File: src/rtl/key_load_strobe_pkg.sv
// Shared definitions for the debounced key-load front end.
//   key_state_e             : debounce FSM states
//   DEBOUNCE_CYCLES_DEFAULT : stable-level window (10 ms at 50 MHz)
package key_load_strobe_pkg;

  typedef enum logic [1:0] {
    IDLE         = 2'd0,
    PRESS_WAIT   = 2'd1,
    HELD         = 2'd2,
    RELEASE_WAIT = 2'd3
  } key_state_e;

  localparam int unsigned DEBOUNCE_CYCLES_DEFAULT = 500000;

endpackage

File: src/rtl/key_load_strobe_sync2.sv
// Two-flop synchronizer for a single asynchronous level.
//   i_clk   : destination clock
//   i_rst_n : async active-low reset, both flops load RST_VAL
//   i_d     : asynchronous input
//   o_q     : synchronized output (two cycles of latency)
module key_load_strobe_sync2 #(
  parameter logic RST_VAL = 1'b1
) (
  input  logic i_clk,
  input  logic i_rst_n,
  input  logic i_d,
  output logic o_q
);

  logic r_meta;
  logic r_sync;

  always_ff @(posedge i_clk or negedge i_rst_n) begin
    if (!i_rst_n) begin
      r_meta <= RST_VAL;
      r_sync <= RST_VAL;
    end else begin
      r_meta <= i_d;
      r_sync <= r_meta;
    end
  end

  assign o_q = r_sync;

endmodule

File: src/rtl/key_load_strobe.sv
// Debounced press-to-load front end: one SW snapshot per physical key press,
// offered downstream over a valid/ready handshake.
//   Clock, Resetn : system clock, async active-low reset
//   KEY_n         : raw bouncing pushbutton, 0 = pressed
//   SW            : quasi-static switch word
//   Ready         : consumer accepts this cycle
//   Valid, Data   : pending snapshot and its flag
//   Load          : combinational transfer strobe (Valid && Ready)
//   Overrun       : sticky, a press landed on an unconsumed snapshot
//   Presses       : accepted press count, wraps
module key_load_strobe
  import key_load_strobe_pkg::*;
#(
  parameter int unsigned N               = 8,
  parameter int unsigned DEBOUNCE_CYCLES = DEBOUNCE_CYCLES_DEFAULT,
  parameter int unsigned CNT_W           = 8
) (
  input  logic             Clock,
  input  logic             Resetn,
  input  logic             KEY_n,
  input  logic [N-1:0]     SW,
  input  logic             Ready,
  output logic             Valid,
  output logic [N-1:0]     Data,
  output logic             Load,
  output logic             Overrun,
  output logic [CNT_W-1:0] Presses
);

  localparam int unsigned DB_W = (DEBOUNCE_CYCLES > 2) ? $clog2(DEBOUNCE_CYCLES) : 1;
  localparam logic [DB_W-1:0] DB_LAST = DB_W'(DEBOUNCE_CYCLES - 1);

  logic             w_key;
  logic [N-1:0]     r_sw;
  key_state_e       r_state;
  key_state_e       w_state_nxt;
  logic [DB_W-1:0]  r_cnt;
  logic [DB_W-1:0]  w_cnt_nxt;
  logic             w_accept;
  logic             w_load;
  logic             r_valid;
  logic [N-1:0]     r_data;
  logic             r_overrun;
  logic [CNT_W-1:0] r_presses;

  // Key synchronizer resets to released so reset never looks like a press
  key_load_strobe_sync2 #(.RST_VAL(1'b1)) u_key_sync (
    .i_clk   (Clock),
    .i_rst_n (Resetn),
    .i_d     (KEY_n),
    .o_q     (w_key)
  );

  // Single register stage on the switch word; snapshot source
  always_ff @(posedge Clock or negedge Resetn) begin
    if (!Resetn) r_sw <= '0;
    else         r_sw <= SW;
  end

  // FSM and debounce counter registers
  always_ff @(posedge Clock or negedge Resetn) begin
    if (!Resetn) begin
      r_state <= IDLE;
      r_cnt   <= '0;
    end else begin
      r_state <= w_state_nxt;
      r_cnt   <= w_cnt_nxt;
    end
  end

  // Next state; counter runs only in the wait states and clears on any level flip
  always_comb begin
    w_state_nxt = r_state;
    w_cnt_nxt   = '0;
    w_accept    = 1'b0;
    case (r_state)
      IDLE: begin
        if (!w_key) w_state_nxt = PRESS_WAIT;
      end
      PRESS_WAIT: begin
        if (w_key) begin
          w_state_nxt = IDLE;
        end else if (r_cnt == DB_LAST) begin
          w_state_nxt = HELD;
          w_accept    = 1'b1;
        end else begin
          w_cnt_nxt = r_cnt + DB_W'(1);
        end
      end
      HELD: begin
        if (w_key) w_state_nxt = RELEASE_WAIT;
      end
      RELEASE_WAIT: begin
        if (!w_key) begin
          w_state_nxt = HELD;
        end else if (r_cnt == DB_LAST) begin
          w_state_nxt = IDLE;
        end else begin
          w_cnt_nxt = r_cnt + DB_W'(1);
        end
      end
      default: w_state_nxt = IDLE;
    endcase
  end

  assign w_load = r_valid & Ready;

  // Snapshot / handshake; an acceptance coinciding with a transfer keeps Valid up
  always_ff @(posedge Clock or negedge Resetn) begin
    if (!Resetn) begin
      r_valid   <= 1'b0;
      r_data    <= '0;
      r_overrun <= 1'b0;
      r_presses <= '0;
    end else if (w_accept) begin
      r_valid   <= 1'b1;
      r_data    <= r_sw;
      r_presses <= r_presses + CNT_W'(1);
      if (r_valid && !Ready) r_overrun <= 1'b1;
    end else if (w_load) begin
      r_valid <= 1'b0;
    end
  end

  assign Valid   = r_valid;
  assign Data    = r_data;
  assign Load    = w_load;
  assign Overrun = r_overrun;
  assign Presses = r_presses;

endmodule
File: config.mk
export PLATFORM = sky130hd
export DESIGN_NAME = key_load_strobe
export DESIGN_NICKNAME = d
export VERILOG_FILES = /design/src/rtl/key_load_strobe_pkg.sv /design/src/rtl/key_load_strobe_sync2.sv /design/src/rtl/key_load_strobe.sv
export SDC_FILE = /design/constraint.sdc
export NUM_CORES = 1
export LEC_CHECK = 0
export ABC_CLOCK_PERIOD_IN_PS = 2200
export CAP_MARGIN = 20
export CORE_MARGIN = 2
export CORE_UTILIZATION = 48
export DETAILED_ROUTE_END_ITERATION = 12
export GPL_ROUTABILITY_DRIVEN = 0
export GPL_TIMING_DRIVEN = 0
export HOLD_SLACK_MARGIN = 0.15
export PLACE_DENSITY = 0.75
export SETUP_SLACK_MARGIN = 0.3
export SKIP_CTS_REPAIR_TIMING = 1
export SYNTH_ARGS = -nofsm -noshare
export SYNTH_HDL_FRONTEND = slang
export SYNTH_HIERARCHICAL = 1
export SYNTH_SLANG_ARGS = --single-unit
File: constraint.sdc
create_clock -name Clock -period 2.2 [get_ports Clock]
set_input_delay 0.44 -clock Clock [delete_from_list [all_inputs] [get_ports Clock]]
set_output_delay 0.44 -clock Clock [all_outputs]
set_load 0.01 [all_outputs]
* After elaboration in Yosys (flattened, before gate mapping)
Cells that the tools add are included.
** Cells by class
- Equality and inequality tests :: 8
- Mux-type cells :: 16
- Bitwise logic cells :: 1
- Add/sub/neg operators :: 2
- Reduce and logical (&&, ||, !) cells :: 6
** Operator list (number)
- 19-bit 2-to-1 mux :: 3
- 19-bit case mux with 2 select lines :: 1
- 19-bit by 1-bit adder with 19-bit output, second input constant :: 1
- 19-bit equality test, second input constant :: 1
- 2-bit 2-to-1 mux :: 6
- 8-bit by 1-bit adder with 8-bit output, second input constant :: 1
- 2-bit case mux with 4 select lines :: 1
- 1-bit 2-to-1 mux :: 5
- 2-bit equality test, second input constant :: 2
- 4-bit AND reduction :: 1
- 3-bit by 2-bit != test with 1-bit output, second input constant :: 1
- 3-bit != test, second input constant :: 1
- 2-bit by 1-bit equality test with 1-bit output, second input constant :: 1
- 2-bit zero test :: 1
- 2-bit by 1-bit != test with 1-bit output, second input constant :: 1
- 2-bit != test, second input constant :: 1
- 2-bit AND reduction :: 1
- 2-bit nonzero test :: 1
- 1-bit bitwise AND :: 1
- 1-bit logical AND :: 1
- 1-bit zero test :: 1
** Word-level totals
- Flip-flop bits (word level) :: 49
- Logic and storage cells :: 42
- Input bits :: 12

* Depth between registers and ports, before layout
- Word-level depth :: 5
- Depth in mapped cells :: 7

* Hierarchy
The synthesis kept the hierarchy.
** Modules (own cells, without submodules)
- key_load_strobe :: instances 1, area each 2035.7 sq um, cells an instance 174
- key_load_strobe_sync2 :: instances 1, area each 52.6 sq um, cells an instance 2

* Least setup slack after synthesis
Ideal clock, no wire load.
- Path type :: register to register
- Start point :: reg r_cnt[6]
- End point :: reg r_data[2] (netlist: Data[2])
- Library setup time :: 125 ps
- Setup slack :: -60 ps
- Cell stages (with the launch flop) :: 7
- Data arrival time :: 2135 ps
- Required time :: 2075 ps
- Path buffers :: 2
- Cells stage by stage :: dfrtp_1 -> or4_1 -> or4_1 -> buf_6 -> nor2_4 -> buf_6 -> mux2_2
** Between the ends
- Cells in the longest elaborated chain, start to end :: 4
** Ends and longest elaborated chain
- start, declared :: line key_load_strobe.sv:37 : logic [DB_W-1:0] r_cnt;
- start signal, assigned :: line key_load_strobe.sv:67 : r_cnt <= w_cnt_nxt;
- 19-bit equality test :: line key_load_strobe.sv:83 : end else if (r_cnt == DB_LAST) begin
- 1-bit 2-to-1 mux :: line key_load_strobe.sv:83
- 1-bit 2-to-1 mux :: line key_load_strobe.sv:81 : if (w_key) begin
- 1-bit 2-to-1 mux :: line key_load_strobe.sv:76 : case (r_state)
- end signal, assigned :: line key_load_strobe.sv:117 : r_data <= r_sw;
- end, declared :: line key_load_strobe.sv:42 : logic [N-1:0] r_data;
Every way passes these cells.
A chain may end at the register's enable or synchronous reset.

* Worst setup path in the final report
- Start point :: reg r_cnt[12]
- End point :: reg r_data[4] (netlist: Data[4])
Same word-level chain as after synthesis.

==> impl_summary.log <==
INFO  metric clock-skew-final = ~0.0076 ns
INFO  metric slew_headroom = between 60% and 70%
INFO  metric synth-seq-area-share = around 59%
INFO  metric crit_path_start_kind = flip-flop
INFO  metric synth_area = 2090 µm²
INFO  metric ant_nets = 0
INFO  metric final_nets = between 200 and 250
INFO  metric cts_sinks = 49
INFO  metric ios = 31
INFO  metric crit_type = reg -> reg
INFO  metric numPortBuffers = 30
INFO  metric htreeDepth = 2
INFO  metric report.final.setup_viol = 28
INFO  metric core = roughly 4100 µm²
INFO  metric grt_setup_unrepaired = true
INFO  metric first_pass_iters = 4
INFO  metric leakage = between 0.001 and 0.0015 µW
INFO  metric grt_pass1_vias = around 1500
INFO  metric drcViolationCount = 0
INFO  metric synth_nets = 190
INFO  metric clk_root_buffer_cell = clkbuf_8
INFO  metric die-width = approximately 70 µm
INFO  metric grt_overflow = 0
INFO  metric start_util = between 50 and 60%
INFO  metric timing.critical_path.required = 2.39 ns
INFO  metric clk_transition_reported_paths = 0.09 ns
INFO  metric worst_pin_slew = roughly 0.48 ns
INFO  metric detailed_place_hpwl = between 2 and 3 mm
INFO  metric ys_ff_latch = between 40 and 50
INFO  metric peakVddDrop = just under 400 µV
INFO  metric post-route-worst-setup-slack = -0.151 ns
INFO  metric outcome = finished, violations left
INFO  metric violations = setup timing
INFO  metric antenna_found_initial = 0
INFO  metric maximum_number_of_pins_on_one_net_before_global_route_repair = 36
INFO  metric avgRoutedWirePerCell = between 10 and 15 µm
INFO  metric post-route-min-period = 2.35 ns
INFO  metric syn2layout_area_growth = 34.8%
INFO  metric fmax = 425 MHz
INFO  metric max_cap_violations = 0
INFO  metric cts_tree = yes
INFO  metric route.vias.total = ~1500
INFO  metric diodes = 0
INFO  metric dieHeight = 70.0 µm
INFO  metric track_usage = ~18%
INFO  metric grt_pass1_wl = between 6 and 7 mm
INFO  metric hold_path_class = reg -> reg
INFO  metric synth.distinct_cells = 34
INFO  metric fillCellCount = a little under 300
INFO  metric timing.critical_path.arrival = approximately 2.5 ns
INFO  metric hold_ws = 0.352 ns
INFO  metric worst_skew_late_latency = around 0.30 ns
INFO  metric instances_no_fill = around 280
INFO  metric finalMaxSlewViolations = 0
INFO  metric hold_viol_final = 0
INFO  metric tritoncts.num_buffers = 5
INFO  metric dieArea = just under 5000 µm²
INFO  metric worst-path-max-fanout = 10
INFO  metric postSynthCellCount = roughly 180
INFO  metric finalWirelength = between 4 and 5 mm
INFO  metric cts.path.max_buffers = 2
INFO  metric cp-end-kind = flip-flop
INFO  metric min_period_over_period = 107%
INFO  metric initialDrtViolationCount = a little over 50
INFO  metric num_rows = 23
INFO  metric post-route-util = between 60% and 70%
INFO  metric synth.yosys.warnings = 6
INFO  metric syn-mean-instance-area = 11.9 µm²
INFO  metric post_drt_via_cell_ratio = 5.46
INFO  metric drive_above_1_share = approximately 24%
INFO  metric placed_cells_incl_taps = 257
INFO  metric power_density = approximately 530 nW/µm²
[synth_stat cells, drive strengths merged]
cell type | instances | area, µm²
dfrtp | 47 | 1180
nor2 | 22 | 90.1
xnor2 | 13 | 114
xor2 | 10 | 87.6
mux2 | 9 | 101
nand3 | 9 | 45.0
nand4 | 9 | 56.3
nor4 | 9 | 62.6
nand2 | 7 | 26.3
inv | 6 | 22.5
nor3 | 6 | 30.0
buf | 3 | 27.5
or4 | 3 | 22.5
a21oi | 2 | 10.0
and2 | 2 | 12.5
clkbuf | 2 | 8.75
dfstp | 2 | 52.6
ha | 2 | 25.0
mux2i | 2 | 20.0
o21ai | 2 | 21.3
a21o | 1 | 7.51
a31o | 1 | 8.76
and4 | 1 | 8.76
nor2b | 1 | 6.26
nor4b | 1 | 8.76
nor4bb | 1 | 10.0
or3 | 1 | 6.26
or3b | 1 | 8.76
or4bb | 1 | 11.3
[final cells by class]
| class | count | area [µm²] | area share (%) |
|---|---|---|---|
| buffer | 5 | 55.1 | 1.96 |
| clock buffer | 6 | 72.6 | 2.58 |
| clock inverter | 2 | 15.0 | 0.533 |
| inverter | 6 | 22.5 | 0.800 |
| multi-input combinational | 116 | 902 | 32.0 |
| sequential | 49 | 1230 | 43.7 |
| tap | 50 | 62.6 | 2.22 |
| timing repair buffer | 48 | 455 | 16.2 |
[path summary, 6_finish.rpt]
path	cells past startpoint	to	slack [ns]	from
worst max-delay path	6	Data[4]	-0.15	r_cnt[12]
worst min-delay path	0	u_key_sync/o_q	0.35	u_key_sync/r_meta
worst max register to register	6	Data[4]	-0.15	r_cnt[12]
worst min register to register	0	u_key_sync/o_q	0.35	u_key_sync/r_meta
max in group asynchronous	3	u_key_sync/r_meta	1.07	Resetn
min in group asynchronous	2	Presses[0]	0.57	Resetn
[power breakdown]
group          total (µW)  switching [µW]  internal (µW)
logic                65.8            31.7           34.1
registers             920            6.50            913
clock network         517             293            224
total                1500             331           1170
[stage by stage]
| stage | setup WS, ns | area, µm² | TNS, ns | total power (µW) |
|---|---|---|---|---|
| 2_1_floorplan | -0.0527 | 2120 | -0.369 | 948 |
| 3_3_place_gp | -0.530 | 2480 | -26.45 | 987 |
| 3_5_place_dp | -0.166 | 2500 | -1.41 | 994 |
| 4_1_cts | -0.190 | 2590 | -1.86 | 1520 |
| 5_1_grt | -0.203 | 2820 | -4.80 | 1570 |
| 6_report | -0.151 | 2820 | -2.90 | 1500 |
[critical path, stage by stage (launching register included)]
cell	delay, ns
dfrtp_1	0.41
or4_4	0.53
or4_4	0.53
buf_12	0.15
nor2_4	0.11
buf_8	0.18
mux2_4	0.31
[sequential cells by signal (all words and copies together), names as in the netlist, named ones only]
name / cells
Data: 8
Overrun: 1
Presses: 8
Valid: 1
r_cnt: 19
r_state: 1
r_sw: 8
u_key_sync/o_q: 1
u_key_sync/r_meta: 1
[layout by cell type, fill, tap and decap left out, drive strengths merged, types with 3 or more instances in the layout]
cell type / instances
buf: 21
clkbuf: 8
clkdlybuf4s50: 28
dfrtp: 47
inv: 6
mux2: 9
nand2: 7
nand3: 9
nand4: 9
nor2: 22
nor3: 6
nor4: 9
or4: 3
xnor2: 13
xor2: 10
[cell families after synthesis]
| family | after synthesis | synth area share [%] |
|---|---|---|
| adder cells (fa/ha/maj) | 2 | 1.20 |
| AND/OR/NAND/NOR | 74 | 19.4 |
| XOR/XNOR | 23 | 9.65 |
| AO/OA/AOI/OAI | 6 | 2.28 |
| buffers and inverters | 11 | 2.82 |
| multiplexers | 11 | 5.81 |
| flip-flops | 49 | 58.8 |
[per-layer routing]
layer  wire (µm)  vias up  GRT usage (%)
li1            -      721              -
met1        1750      779           21.4
met2        2220       35           29.8
met3         155        6           4.76
met4          52        0           7.05
met5           0        -              0
(Power assumes the default switching activity.)
